$ cat src/rtl/seg7_pkg.sv
// Shared seven-segment constants: hex glyph table, blank code and the
// default geometry used by both the scan encoder and the scan decoder.
package seg7_pkg;

  localparam int unsigned N_DIGITS_DEF      = 4;
  localparam int unsigned STABLE_CYCLES_DEF = 4;

  // Active-low codes with dp off (bit 7 = 1); index is the hex value.
  localparam logic [7:0] GLYPH_TABLE [16] = '{
    8'hC0, 8'hF9, 8'hA4, 8'hB0, 8'h99, 8'h92, 8'h82, 8'hF8,
    8'h80, 8'h90, 8'h88, 8'h83, 8'hC6, 8'hA1, 8'h86, 8'h8E
  };
  localparam logic [7:0] BLANK = 8'hFF;

  typedef enum logic [1:0] {
    GLYPH_LEGAL,
    GLYPH_BLANK,
    GLYPH_ILLEGAL
  } glyph_class_t;

  function automatic glyph_class_t glyph_classify(input logic legal, input logic blank);
    if (legal)      return GLYPH_LEGAL;
    else if (blank) return GLYPH_BLANK;
    else            return GLYPH_ILLEGAL;
  endfunction

endpackage

$ cat src/rtl/seg7_to_hex.sv
// Combinational inverse of the hex glyph table: 7-bit segment code (g..a,
// active low) to nibble, with legal/blank flags.
module seg7_to_hex
  import seg7_pkg::*;
(
  input  logic [6:0] i_code,
  output logic [3:0] o_value,
  output logic       o_legal,
  output logic       o_blank
);

  always_comb begin
    o_value = '0;
    o_legal = 1'b0;
    for (int unsigned i = 0; i < 16; i++) begin
      if (i_code == GLYPH_TABLE[i][6:0]) begin
        o_value = 4'(i);
        o_legal = 1'b1;
      end
    end
  end

  assign o_blank = (i_code == BLANK[6:0]);

endmodule

$ cat src/rtl/seg7_scan_decoder.sv
// Observes a multiplexed, active-low seven-segment scan bus and recovers the
// per-digit hex value, dp, and glyph legality once each sample is stable.
module seg7_scan_decoder
  import seg7_pkg::*;
#(
  parameter int unsigned N_DIGITS      = N_DIGITS_DEF,
  parameter int unsigned STABLE_CYCLES = STABLE_CYCLES_DEF
) (
  input  logic                  clk,
  input  logic                  rst,
  input  logic [N_DIGITS-1:0]   an,
  input  logic [7:0]            seg,
  output logic [4*N_DIGITS-1:0] digits,
  output logic [N_DIGITS-1:0]   dp,
  output logic [N_DIGITS-1:0]   valid,
  output logic [N_DIGITS-1:0]   err,
  output logic                  frame_done
);

  localparam int unsigned   CW      = $clog2(STABLE_CYCLES + 1);
  localparam logic [CW-1:0] CNT_MAX = CW'(STABLE_CYCLES);

  logic [N_DIGITS-1:0]   r_an, r_an_prev;
  logic [7:0]            r_seg, r_seg_prev;
  logic [CW-1:0]         r_cnt;
  logic [N_DIGITS-1:0]   r_seen;
  logic [4*N_DIGITS-1:0] r_digits;
  logic [N_DIGITS-1:0]   r_dp, r_valid, r_err;
  logic                  r_frame_done;

  logic [N_DIGITS-1:0] w_sel;
  logic                w_selectable;
  logic                w_same;
  logic [CW-1:0]       w_cnt_nxt;
  logic                w_capture;
  logic [N_DIGITS-1:0] w_seen_nxt;
  logic [3:0]          w_value;
  logic                w_legal, w_blank;
  glyph_class_t        w_class;

  seg7_to_hex u_to_hex (
    .i_code  (r_seg[6:0]),
    .o_value (w_value),
    .o_legal (w_legal),
    .o_blank (w_blank)
  );

  // The previous-sample register gives the counter its change detector, so
  // a sample settled before edge 1 reaches STABLE_CYCLES on edge STABLE_CYCLES+1.
  always_comb begin
    w_sel        = ~r_an;
    w_selectable = $onehot(w_sel);
    w_same       = ({r_an, r_seg} == {r_an_prev, r_seg_prev});
    w_cnt_nxt    = '0;
    if (w_selectable) begin
      if (!w_same)               w_cnt_nxt = CW'(1);
      else if (r_cnt == CNT_MAX) w_cnt_nxt = CNT_MAX;
      else                       w_cnt_nxt = r_cnt + CW'(1);
    end
    w_capture  = w_selectable && (w_cnt_nxt == CNT_MAX) && (r_cnt != CNT_MAX);
    w_seen_nxt = r_seen | w_sel;
    w_class    = glyph_classify(w_legal, w_blank);
  end

  always_ff @(posedge clk) begin
    if (rst) begin
      r_an         <= '1;
      r_seg        <= '1;
      r_an_prev    <= '1;
      r_seg_prev   <= '1;
      r_cnt        <= '0;
      r_seen       <= '0;
      r_digits     <= '0;
      r_dp         <= '0;
      r_valid      <= '0;
      r_err        <= '0;
      r_frame_done <= 1'b0;
    end else begin
      r_an         <= an;
      r_seg        <= seg;
      r_an_prev    <= r_an;
      r_seg_prev   <= r_seg;
      r_cnt        <= w_cnt_nxt;
      r_frame_done <= 1'b0;
      if (w_capture) begin
        for (int unsigned i = 0; i < N_DIGITS; i++) begin
          if (w_sel[i]) begin
            r_dp[i]    <= ~r_seg[7];
            r_valid[i] <= (w_class == GLYPH_LEGAL);
            r_err[i]   <= (w_class == GLYPH_ILLEGAL);
            if (w_class == GLYPH_LEGAL) r_digits[4*i +: 4] <= w_value;
          end
        end
        if (&w_seen_nxt) begin
          r_frame_done <= 1'b1;
          r_seen       <= '0;
        end else begin
          r_seen <= w_seen_nxt;
        end
      end
    end
  end

  assign digits     = r_digits;
  assign dp         = r_dp;
  assign valid      = r_valid;
  assign err        = r_err;
  assign frame_done = r_frame_done;

endmodule
$ cat config.mk
export PLATFORM = sky130hd
export DESIGN_NAME = seg7_scan_decoder
export DESIGN_NICKNAME = d
export VERILOG_FILES = /design/src/rtl/seg7_pkg.sv /design/src/rtl/seg7_to_hex.sv /design/src/rtl/seg7_scan_decoder.sv
export SDC_FILE = /design/constraint.sdc
export NUM_CORES = 1
export LEC_CHECK = 0
export CAP_MARGIN = 20
export CORE_MARGIN = 2
export CORE_UTILIZATION = 55
export CTS_BUF_LIST = sky130_fd_sc_hd__clkbuf_2
export CTS_CLUSTER_SIZE = 24
export DETAILED_ROUTE_END_ITERATION = 16
export PLACE_DENSITY = 0.82
export RECOVER_POWER = 100
export SYNTH_ARGS = -nofsm -noshare
export SYNTH_HDL_FRONTEND = slang
export SYNTH_HIERARCHICAL = 1
export SYNTH_SLANG_ARGS = --single-unit
$ cat constraint.sdc
create_clock -name clk -period 7.48 [get_ports clk]
set_input_delay 0.748 -clock clk [delete_from_list [all_inputs] [get_ports clk]]
set_output_delay 0.748 -clock clk [all_outputs]
set_load 0.05 [all_outputs]
==> results of run 1 <==
[tightest hold or removal path, stage by stage (launching register included)]
cell and delay, ns:
dfxtp_1 0.34, nand2_1 0.05, mux2i_1 0.05
[synth_stat cells, drive strengths merged, types with 3 or more instances]
master and n:
a31oi 4, nor2 12, inv 7, a21oi 7
o21a 4, or3b 4, xor2 13, mux2i 28
or2 23, buf 8, nor4 6, ha 4
nand3 4, or3 5, dfxtp 60, nand3b 3
nand2 37, clkbuf 7, o21ai 4
[metrics by stage]
step | hold slack, ns | cell area (um2) | setup slack [ns]
after CTS | 0.474 | 3140 | 4.02
after detailed placement | 0.445 | 2990 | 4.05
after global routing | 0.493 | 3130 | 3.44
after floorplan | 0.432 | 2590 | 4.38
final | 0.466 | 3130 | 3.66
after global placement | 0.443 | 2990 | 4.16
[where the power goes]
group	total (mW)	internal (mW)	leakage (nW)	switching [mW]
clock	0.259	0.143	0.0910	0.116
combinational	0.0412	0.0214	0.701	0.0198
sequential	0.338	0.327	0.489	0.0116
[metal layers]
metal  wire (um)  share of wire (%)  global-route usage [%]
met5           0                  0                       0
met4          89                1.7                    9.88
met3         211                4.1                    5.39
met2        2470                 48                    34.1
met1        2320                 46                    26.4
[final timing paths]
check,depth (start not counted),startpoint,to,slack [ns]
hold reg to reg,2,err[3]$_SDFFE_PP0P_,err[3]$_SDFFE_PP0P_,0.47
setup / recovery,9,r_an[0]$_SDFF_PP1_,digits[3]$_SDFFE_PP0P_,3.66
setup reg to reg,9,r_an[0]$_SDFF_PP1_,digits[3]$_SDFFE_PP0P_,3.66
hold / removal,2,err[3]$_SDFFE_PP0P_,err[3]$_SDFFE_PP0P_,0.47
[sequential cells by signal (all words and copies together), names as in the netlist]
signal	cells
r_cnt	3
r_seg_prev	8
dp	4
err	4
r_seg	8
frame_done	1
digits	16
r_an_prev	4
r_an	4
r_seen	4
valid	4
[final cells by class]
cell class / count / area (um2) / area share [%]
multi-input cells: 185 / 1260 / 40.2
flip-flops and latches: 60 / 1200 / 38.4
repair buffers: 42 / 420 / 13.5
clock inverters: 6 / 103 / 3.28
well taps: 52 / 65.1 / 2.08
clock buffers: 10 / 50.0 / 1.60
inverters: 8 / 30.0 / 0.961
[logic make-up after synthesis]
| family | share of synthesized area, % |
|---|---|
| buf+inv | 4.31 |
| mux | 10.8 |
| xor+xnor | 4.40 |
| flops | 46.4 |
| simple gates | 23.3 |
| fa+ha+maj | 2.71 |
| compound gates | 8.03 |
==> report_table.html, run 1 <==
<table>
<tr><th>Metric</th><th>Value</th></tr>
<tr><th colspan="2">Drt</th></tr>
<tr><td>DRC marker count from the first detailed-route iteration</td><td>78</td></tr>
<tr><td>First-pass detailed-route iteration total</td><td>4</td></tr>
<tr><td>Final routed wirelength across all metal layers</td><td>5.09 mm</td></tr>
<tr><td>Residual DRC count</td><td>0</td></tr>
<tr><td>Number of vias per cell after detailed routing</td><td>between 5 and 6</td></tr>
<tr><td>Number of routed nets with antenna violations</td><td>0</td></tr>
<tr><td>Via count</td><td>1980</td></tr>
<tr><td>Wirelength per Cell</td><td>14.0 um</td></tr>
<tr><th colspan="2">Global route</th></tr>
<tr><td>Maximum number of pins on one net before global-route repair</td><td>36</td></tr>
<tr><td>First-pass GRT wire length</td><td>8.54 mm</td></tr>
<tr><td>Global-route congestion overflow total</td><td>0</td></tr>
<tr><td>Initial antenna violation count</td><td>0</td></tr>
<tr><td>Vias in the first global route</td><td>1874</td></tr>
<tr><td>Overall global routing resource usage</td><td>21.1%</td></tr>
<tr><th colspan="2">Logic synthesis</th></tr>
<tr><td>Summed instance area of the synthesized netlist</td><td>~2600 um2</td></tr>
<tr><td>Number of distinct library cells after synthesis</td><td>47</td></tr>
<tr><td>Synth Net Count</td><td>287</td></tr>
<tr><td>Warning count from the yosys run</td><td>6</td></tr>
<tr><td>Most used DFF post-synth</td><td>dfxtp_1</td></tr>
<tr><td>Cell taking the most area after synthesis</td><td>dfxtp_1</td></tr>
<tr><td>Post-synthesis register bit count</td><td>60</td></tr>
<tr><td>Gate Count Post-Synth</td><td>268</td></tr>
<tr><td>Dominant cells by area after synthesis</td><td>dfxtp_1 46%, mux2i_1 11%, or2_2 5.6%, nand2_1 5.4%, xor2_1 4.4%</td></tr>
<tr><td>Portion of the post-synthesis area used by sequential elements</td><td>46.4%</td></tr>
<tr><td>Number of enable-type register cells in the synthesized netlist</td><td>0</td></tr>
<tr><td>Post-synth top area share</td><td>46.4%</td></tr>
<tr><td>Mean instance size in the synthesized netlist</td><td>9.65 um2</td></tr>
<tr><td>Async S/R FF share, synth</td><td>0%</td></tr>
<tr><th colspan="2">CTS</th></tr>
<tr><td>Largest buffer count on any clock path</td><td>2</td></tr>
<tr><td>Number of cells upsized or downsized after cts</td><td>0</td></tr>
<tr><td>Setup Buffers After CTS</td><td>0</td></tr>
<tr><td>Clock tree from TritonCTS</td><td>done</td></tr>
<tr><td>Clock Latency Late Sink</td><td>0.49 ns</td></tr>
<tr><td>Total clock sinks</td><td>60</td></tr>
<tr><td>Clock transition at the registers of the reported paths</td><td>0.17 ns</td></tr>
<tr><td>Total number of H-tree levels</td><td>3</td></tr>
<tr><td>Post-CTS Hold Fix Bufs</td><td>0</td></tr>
<tr><td>Root buffer selected by CTS</td><td>clkbuf_2</td></tr>
<tr><td>Total CTS buffers</td><td>9</td></tr>
<tr><th colspan="2">Critical path</th></tr>
<tr><td>Count of buffer and inverter cells on the critical path</td><td>1</td></tr>
<tr><td>Cell family with the largest share of critical-path delay</td><td>simple AND/OR/NAND/NOR gates</td></tr>
<tr><td>Setup Crit Path Kind</td><td>reg -&gt; reg</td></tr>
<tr><td>Maximum fanout encountered on the critical timing path</td><td>8</td></tr>
<tr><td>WP data arrival</td><td>4.23 ns</td></tr>
<tr><td>Kind of launch point of the worst setup path</td><td>register</td></tr>
<tr><td>Most frequent cell on the critical path</td><td>ha_1</td></tr>
<tr><td>CP Data Required Time</td><td>approximately 8 ns</td></tr>
<tr><td>Critical path cell sequence</td><td>fa_1 &gt; inv_1 &gt; ha_1 &gt; ha_1 &gt; or3b_2 &gt; a2111oi_0 &gt; nand4_1 &gt; nor3b_1 &gt; mux2i_1</td></tr>
<tr><td>Critical-path top delay cell</td><td>nor3b_1</td></tr>
<tr><td>Element type at the critical path end</td><td>register</td></tr>
<tr><td>Largest stage delay, worst path</td><td>0.76 ns</td></tr>
<tr><th colspan="2">STA</th></tr>
<tr><td>Time the worst path needs with I/O delays and setup</td><td>3.82 ns</td></tr>
<tr><td>Crit share post-route</td><td>51.1%</td></tr>
<tr><td>Transition time at the pin with the least slew margin</td><td>~0.9 ns</td></tr>
<tr><td>Max-slew headroom</td><td>39.4%</td></tr>
<tr><td>Worst clock skew</td><td>0.0230 ns</td></tr>
<tr><td>Max-slew violations</td><td>0</td></tr>
<tr><td>Setup violations, final</td><td>0</td></tr>
<tr><td>Final Hold Violating Endpoints</td><td>0</td></tr>
<tr><td>Setup repair after global routing missed its margin</td><td>no</td></tr>
<tr><td>Setup TNS</td><td>0 ns</td></tr>
<tr><td>Highest clock frequency the design can meet</td><td>262 MHz</td></tr>
<tr><th colspan="2">Floorplan</th></tr>
<tr><td>Area enclosed by the die boundary</td><td>roughly 5300 um2</td></tr>
<tr><td>Initial cell density of the core</td><td>58.2%</td></tr>
<tr><td>Die X-Extent</td><td>72.6 um</td></tr>
<tr><td>Number of rows in the core area</td><td>24</td></tr>
<tr><td>Count of pins on the block boundary</td><td>43</td></tr>
<tr><td>Core Box Area</td><td>4440 um2</td></tr>
<tr><td>Height of the chip</td><td>72.6 um</td></tr>
<tr><th colspan="2">Status</th></tr>
<tr><td>Outcome</td><td>finished clean</td></tr>
<tr><th colspan="2">Place</th></tr>
<tr><td>Last weighted congestion value of the routability-driven placer</td><td>around 0.8</td></tr>
<tr><td>Placed cell count</td><td>347</td></tr>
<tr><td>Detailed placement HPWL</td><td>3.51 mm</td></tr>
<tr><td>Port buffer count</td><td>42</td></tr>
<tr><th colspan="2">Finish</th></tr>
<tr><td>Top library cells by usage in the layout, fill and taps aside</td><td>60 x dfxtp_1, 37 x nand2_1, 30 x dlygate4sd3_1</td></tr>
<tr><td>Fraction of final layout cells sized beyond drive strength 1</td><td>13.5%</td></tr>
<tr><td>Most common cell after layout, fill and taps aside</td><td>dfxtp_1</td></tr>
<tr><td>Final core utilization</td><td>70.3%</td></tr>
<tr><td>Number of filler instances in the final layout</td><td>approximately 340</td></tr>
<tr><td>Antenna cell count</td><td>0</td></tr>
<tr><td>Syn-to-layout area delta</td><td>20.9%</td></tr>
<tr><td>Fin nets</td><td>325</td></tr>
<tr><td>Post-Layout Cell Count</td><td>363</td></tr>
<tr><th colspan="2">Worst hold path</th></tr>
<tr><td>Hold crit path type</td><td>reg -&gt; reg</td></tr>
<tr><th colspan="2">Power</th></tr>
<tr><td>Static leakage power</td><td>between 1 and 1.5 nW</td></tr>
<tr><td>Pwr/cell area</td><td>204 nW/um2</td></tr>
<tr><td>Peak VDD IR</td><td>approximately 0.17 mV</td></tr>
<tr><td>Overall power</td><td>roughly 0.64 mW</td></tr>
<tr><th colspan="2">Run</th></tr>
<tr><td>Maximum Capacitance Violations</td><td>0</td></tr>
</table>
(Power assumes the default switching activity.)
==> inputs of run 2 (changes only) <==
--- a/config.mk
+++ b/config.mk
@@ -7,11 +7,11 @@
 export LEC_CHECK = 0
 export CAP_MARGIN = 20
 export CORE_MARGIN = 2
-export CORE_UTILIZATION = 55
+export CORE_UTILIZATION = 49
 export CTS_BUF_LIST = sky130_fd_sc_hd__clkbuf_2
 export CTS_CLUSTER_SIZE = 24
 export DETAILED_ROUTE_END_ITERATION = 16
-export PLACE_DENSITY = 0.82
+export PLACE_DENSITY = 0.77
 export RECOVER_POWER = 100
 export SYNTH_ARGS = -nofsm -noshare
 export SYNTH_HDL_FRONTEND = slang
==> constraint.sdc (replaced) <==
create_clock -name clk -period 3.4 [get_ports clk]
set_input_delay 0.34 -clock clk [delete_from_list [all_inputs] [get_ports clk]]
set_output_delay 0.34 -clock clk [all_outputs]
set_load 0.05 [all_outputs]
==> run 2 against run 1 <==
Against the previous run:
- utilization down 7.5 points
- sequential cell count unchanged
- cell count up 6.9%
- combinational power increased by 130%
- non-clock buffer count grew 7
- count of clock-buffer cells in the layout unchanged
- die area rose by 12%
- critical path depth did not move
- power up 120%
- sequential power is 120% higher
- sequential share of layout area shrank 0.99 points
- via count grew 2.1%
- largest power group unchanged
==> report_table.html, run 2 (same netlist as run 1, synthesis figures left out) <==
<table>
<tr><th>Metric</th><th>Value</th></tr>
<tr><th colspan="2">STA</th></tr>
<tr><td>Max-slew headroom</td><td>39.5% (was 39.4%)</td></tr>
<tr><td>Worst clock skew</td><td>0.0242 ns (was 0.0230 ns)</td></tr>
<tr><td>Crit share post-route</td><td>96.4% (was 51.1%)</td></tr>
<tr><td>Transition time at the pin with the least slew margin</td><td>0.907 ns (was 0.903 ns)</td></tr>
<tr><td>Setup violations, final</td><td>0 (unchanged)</td></tr>
<tr><td>Setup repair after global routing missed its margin</td><td>yes (was no)</td></tr>
<tr><td>Fin worst setup slack</td><td>0.123 ns (was 3.66 ns)</td></tr>
<tr><td>Highest clock frequency the design can meet</td><td>305 MHz (was 262 MHz)</td></tr>
<tr><td>Time the worst path needs with I/O delays and setup</td><td>3.28 ns (was 3.82 ns)</td></tr>
<tr><td>Max-slew violations</td><td>0 (unchanged)</td></tr>
<tr><td>Final Hold Violating Endpoints</td><td>0 (unchanged)</td></tr>
<tr><th colspan="2">CTS</th></tr>
<tr><td>Total CTS buffers</td><td>9 (unchanged)</td></tr>
<tr><td>Number of cells upsized or downsized after cts</td><td>0 (unchanged)</td></tr>
<tr><td>Clock transition at the registers of the reported paths</td><td>0.18 ns (was 0.17 ns)</td></tr>
<tr><td>Root buffer selected by CTS</td><td>clkbuf_2 (unchanged)</td></tr>
<tr><td>Setup Buffers After CTS</td><td>0 (unchanged)</td></tr>
<tr><td>Clock Latency Late Sink</td><td>0.48 ns (was 0.49 ns)</td></tr>
<tr><td>Clock tree from TritonCTS</td><td>done (unchanged)</td></tr>
<tr><td>Total number of H-tree levels</td><td>3 (unchanged)</td></tr>
<tr><td>Largest buffer count on any clock path</td><td>2 (unchanged)</td></tr>
<tr><td>Total clock sinks</td><td>60 (unchanged)</td></tr>
<tr><th colspan="2">Floorplan</th></tr>
<tr><td>Number of rows in the core area</td><td>26 (was 24)</td></tr>
<tr><td>Core Box Area</td><td>5110 um2 (was 4440 um2)</td></tr>
<tr><td>Initial cell density of the core</td><td>50.6% (was 58.2%)</td></tr>
<tr><td>Die X-Extent</td><td>76.7 um (was 72.6 um)</td></tr>
<tr><td>Count of pins on the block boundary</td><td>43 (unchanged)</td></tr>
<tr><td>Area enclosed by the die boundary</td><td>5880 um2 (was 5270 um2)</td></tr>
<tr><td>Height of the chip</td><td>76.7 um (was 72.6 um)</td></tr>
<tr><th colspan="2">Finish</th></tr>
<tr><td>Syn-to-layout area delta</td><td>24.0% (was 20.9%)</td></tr>
<tr><td>Most common cell after layout, fill and taps aside</td><td>dfxtp_1 (unchanged)</td></tr>
<tr><td>Top library cells by usage in the layout, fill and taps aside</td><td>60 x dfxtp_1, 37 x nand2_1, 30 x dlygate4sd3_1 (unchanged)</td></tr>
<tr><td>Antenna cell count</td><td>0 (unchanged)</td></tr>
<tr><td>Post-route cell area</td><td>3210 um2 (was 3130 um2)</td></tr>
<tr><td>Largest register FFs</td><td>16 (unchanged)</td></tr>
<tr><td>Fin nets</td><td>332 (was 325)</td></tr>
<tr><td>Fraction of final layout cells sized beyond drive strength 1</td><td>15.4% (was 13.5%)</td></tr>
<tr><th colspan="2">Critical path</th></tr>
<tr><td>Element type at the critical path end</td><td>register (unchanged)</td></tr>
<tr><td>Setup slack of the most critical reg-to-reg path</td><td>0.12 ns (was 3.66 ns)</td></tr>
<tr><td>Maximum fanout encountered on the critical timing path</td><td>8 (unchanged)</td></tr>
<tr><td>RR Startpoint</td><td>r_an[1]$_SDFF_PP1_ (was r_an[0]$_SDFF_PP1_)</td></tr>
<tr><td>Setup Crit Path Kind</td><td>reg -&gt; reg (unchanged)</td></tr>
<tr><td>Kind of launch point of the worst setup path</td><td>register (unchanged)</td></tr>
<tr><td>WP data arrival</td><td>3.67 ns (was 4.23 ns)</td></tr>
<tr><td>CP Data Required Time</td><td>3.79 ns (was 7.89 ns)</td></tr>
<tr><td>Launching element of the worst setup path</td><td>r_an[1]$_SDFF_PP1_ (was r_an[0]$_SDFF_PP1_)</td></tr>
<tr><th colspan="2">Global route</th></tr>
<tr><td>Global-route congestion overflow total</td><td>0 (unchanged)</td></tr>
<tr><td>Vias in the first global route</td><td>1957 (was 1874)</td></tr>
<tr><td>Maximum number of pins on one net before global-route repair</td><td>36 (unchanged)</td></tr>
<tr><td>Overall global routing resource usage</td><td>19.2% (was 21.1%)</td></tr>
<tr><td>Met1 Resource Use GR</td><td>22.6% (was 26.4%)</td></tr>
<tr><td>Most congested layer reported by global routing</td><td>met2 (unchanged)</td></tr>
<tr><td>Met3 Use GR</td><td>5.41% (was 5.39%)</td></tr>
<tr><td>Initial antenna violation count</td><td>0 (unchanged)</td></tr>
<tr><td>GR Layer Usage met2</td><td>32.7% (was 34.1%)</td></tr>
<tr><td>First-pass GRT wire length</td><td>8.91 mm (was 8.54 mm)</td></tr>
<tr><th colspan="2">Drt</th></tr>
<tr><td>Number of vias per cell after detailed routing</td><td>5.21 (was 5.45)</td></tr>
<tr><td>First-pass detailed-route iteration total</td><td>4 (unchanged)</td></tr>
<tr><td>Wirelength per Cell</td><td>13.3 um (was 14.0 um)</td></tr>
<tr><td>Number of routed nets with antenna violations</td><td>0 (unchanged)</td></tr>
<tr><td>Final routed wirelength across all metal layers</td><td>5.14 mm (was 5.09 mm)</td></tr>
<tr><td>Via count</td><td>2021 (was 1980)</td></tr>
<tr><td>Residual DRC count</td><td>0 (unchanged)</td></tr>
<tr><td>DRC marker count from the first detailed-route iteration</td><td>90 (was 78)</td></tr>
<tr><th colspan="2">Power</th></tr>
<tr><td>Pwr/cell area</td><td>443 nW/um2 (was 204 nW/um2)</td></tr>
<tr><td>Static leakage power</td><td>1.31 nW (was 1.28 nW)</td></tr>
<tr><td>Peak VDD IR</td><td>0.315 mV (was 0.172 mV)</td></tr>
<tr><th colspan="2">Place</th></tr>
<tr><td>Place WS</td><td>0.122 ns (was 4.05 ns)</td></tr>
<tr><td>Last weighted congestion value of the routability-driven placer</td><td>0.758 (was 0.801)</td></tr>
<tr><td>Detailed placement HPWL</td><td>3.65 mm (was 3.51 mm)</td></tr>
<tr><td>Placed Instance Area</td><td>3070 um2 (was 2990 um2)</td></tr>
<tr><td>Port buffer count</td><td>42 (unchanged)</td></tr>
<tr><th colspan="2">Worst hold path</th></tr>
<tr><td>Worst min-delay path startpoint</td><td>an[0] (was err[3]$_SDFFE_PP0P_)</td></tr>
<tr><td>Hold crit path type</td><td>in -&gt; reg (was reg -&gt; reg)</td></tr>
<tr><th colspan="2">Status</th></tr>
<tr><td>Outcome</td><td>finished clean (unchanged)</td></tr>
<tr><th colspan="2">Run</th></tr>
<tr><td>Maximum Capacitance Violations</td><td>0 (unchanged)</td></tr>
</table>
run 2: final timing paths:
kind                             endpoint  cells after the start
setup / recovery  digits[14]$_SDFFE_PP0P_                      9
hold / removal         r_an[0]$_SDFF_PP1_                      2
setup reg to reg  digits[14]$_SDFFE_PP0P_                      9
hold reg to reg       err[0]$_SDFFE_PP0P_                      2
run 2: final cells by class:
type | count | area [um2]
Clock buffer | 10 | 50.0
Clock inverter | 6 | 111
Fill cell | 439 | 1900
Inverter | 8 | 30.0
Multi-Input combinational cell | 185 | 1270
Sequential cell | 60 | 1200
Tap cell | 70 | 87.6
Timing Repair Buffer | 49 | 454
run 2: report_power, final:
group	internal, mW	switching, mW
sequential	0.719	0.0240
combinational	0.0493	0.0467
clock	0.322	0.261
run 2: per-layer routing:
metal	vias to the layer above	share of wire [%]
li1	1020	-
met1	946	46
met2	50	49
met3	5	4.2
met4	0	0.99
met5	-	0
run 2: metrics by stage:
step	hold slack [ns]	power [mW]	TNS, ns	util (%)	cells
6_report	0.410	1.42	0	62.8	388
4_1_cts	0.383	1.44	0	63.2	388
3_3_place_gp	0.445	0.851	0	60.0	372
5_1_grt	0.375	1.48	-0.160	62.8	388
3_5_place_dp	0.451	0.855	0	60.0	372
2_1_floorplan	0.432	0.822	0	-	268
run 2: critical path: stages (launching register included):
cell and delay, ns:
dfxtp_1 0.40, fa_1 0.52, inv_1 0.04, ha_1 0.17, ha_1 0.27, or3b_2 0.53
a2111oi_2 0.27, nand4_2 0.26, or3b_1 0.57, mux2i_1 0.16
run 2: what timing repair did:
action / 4_1_cts / 5_1_grt
endpoints found under the setup margin: 0 / 9
endpoints found under the hold margin: 0 / 0
hold buffers: 0 / 0
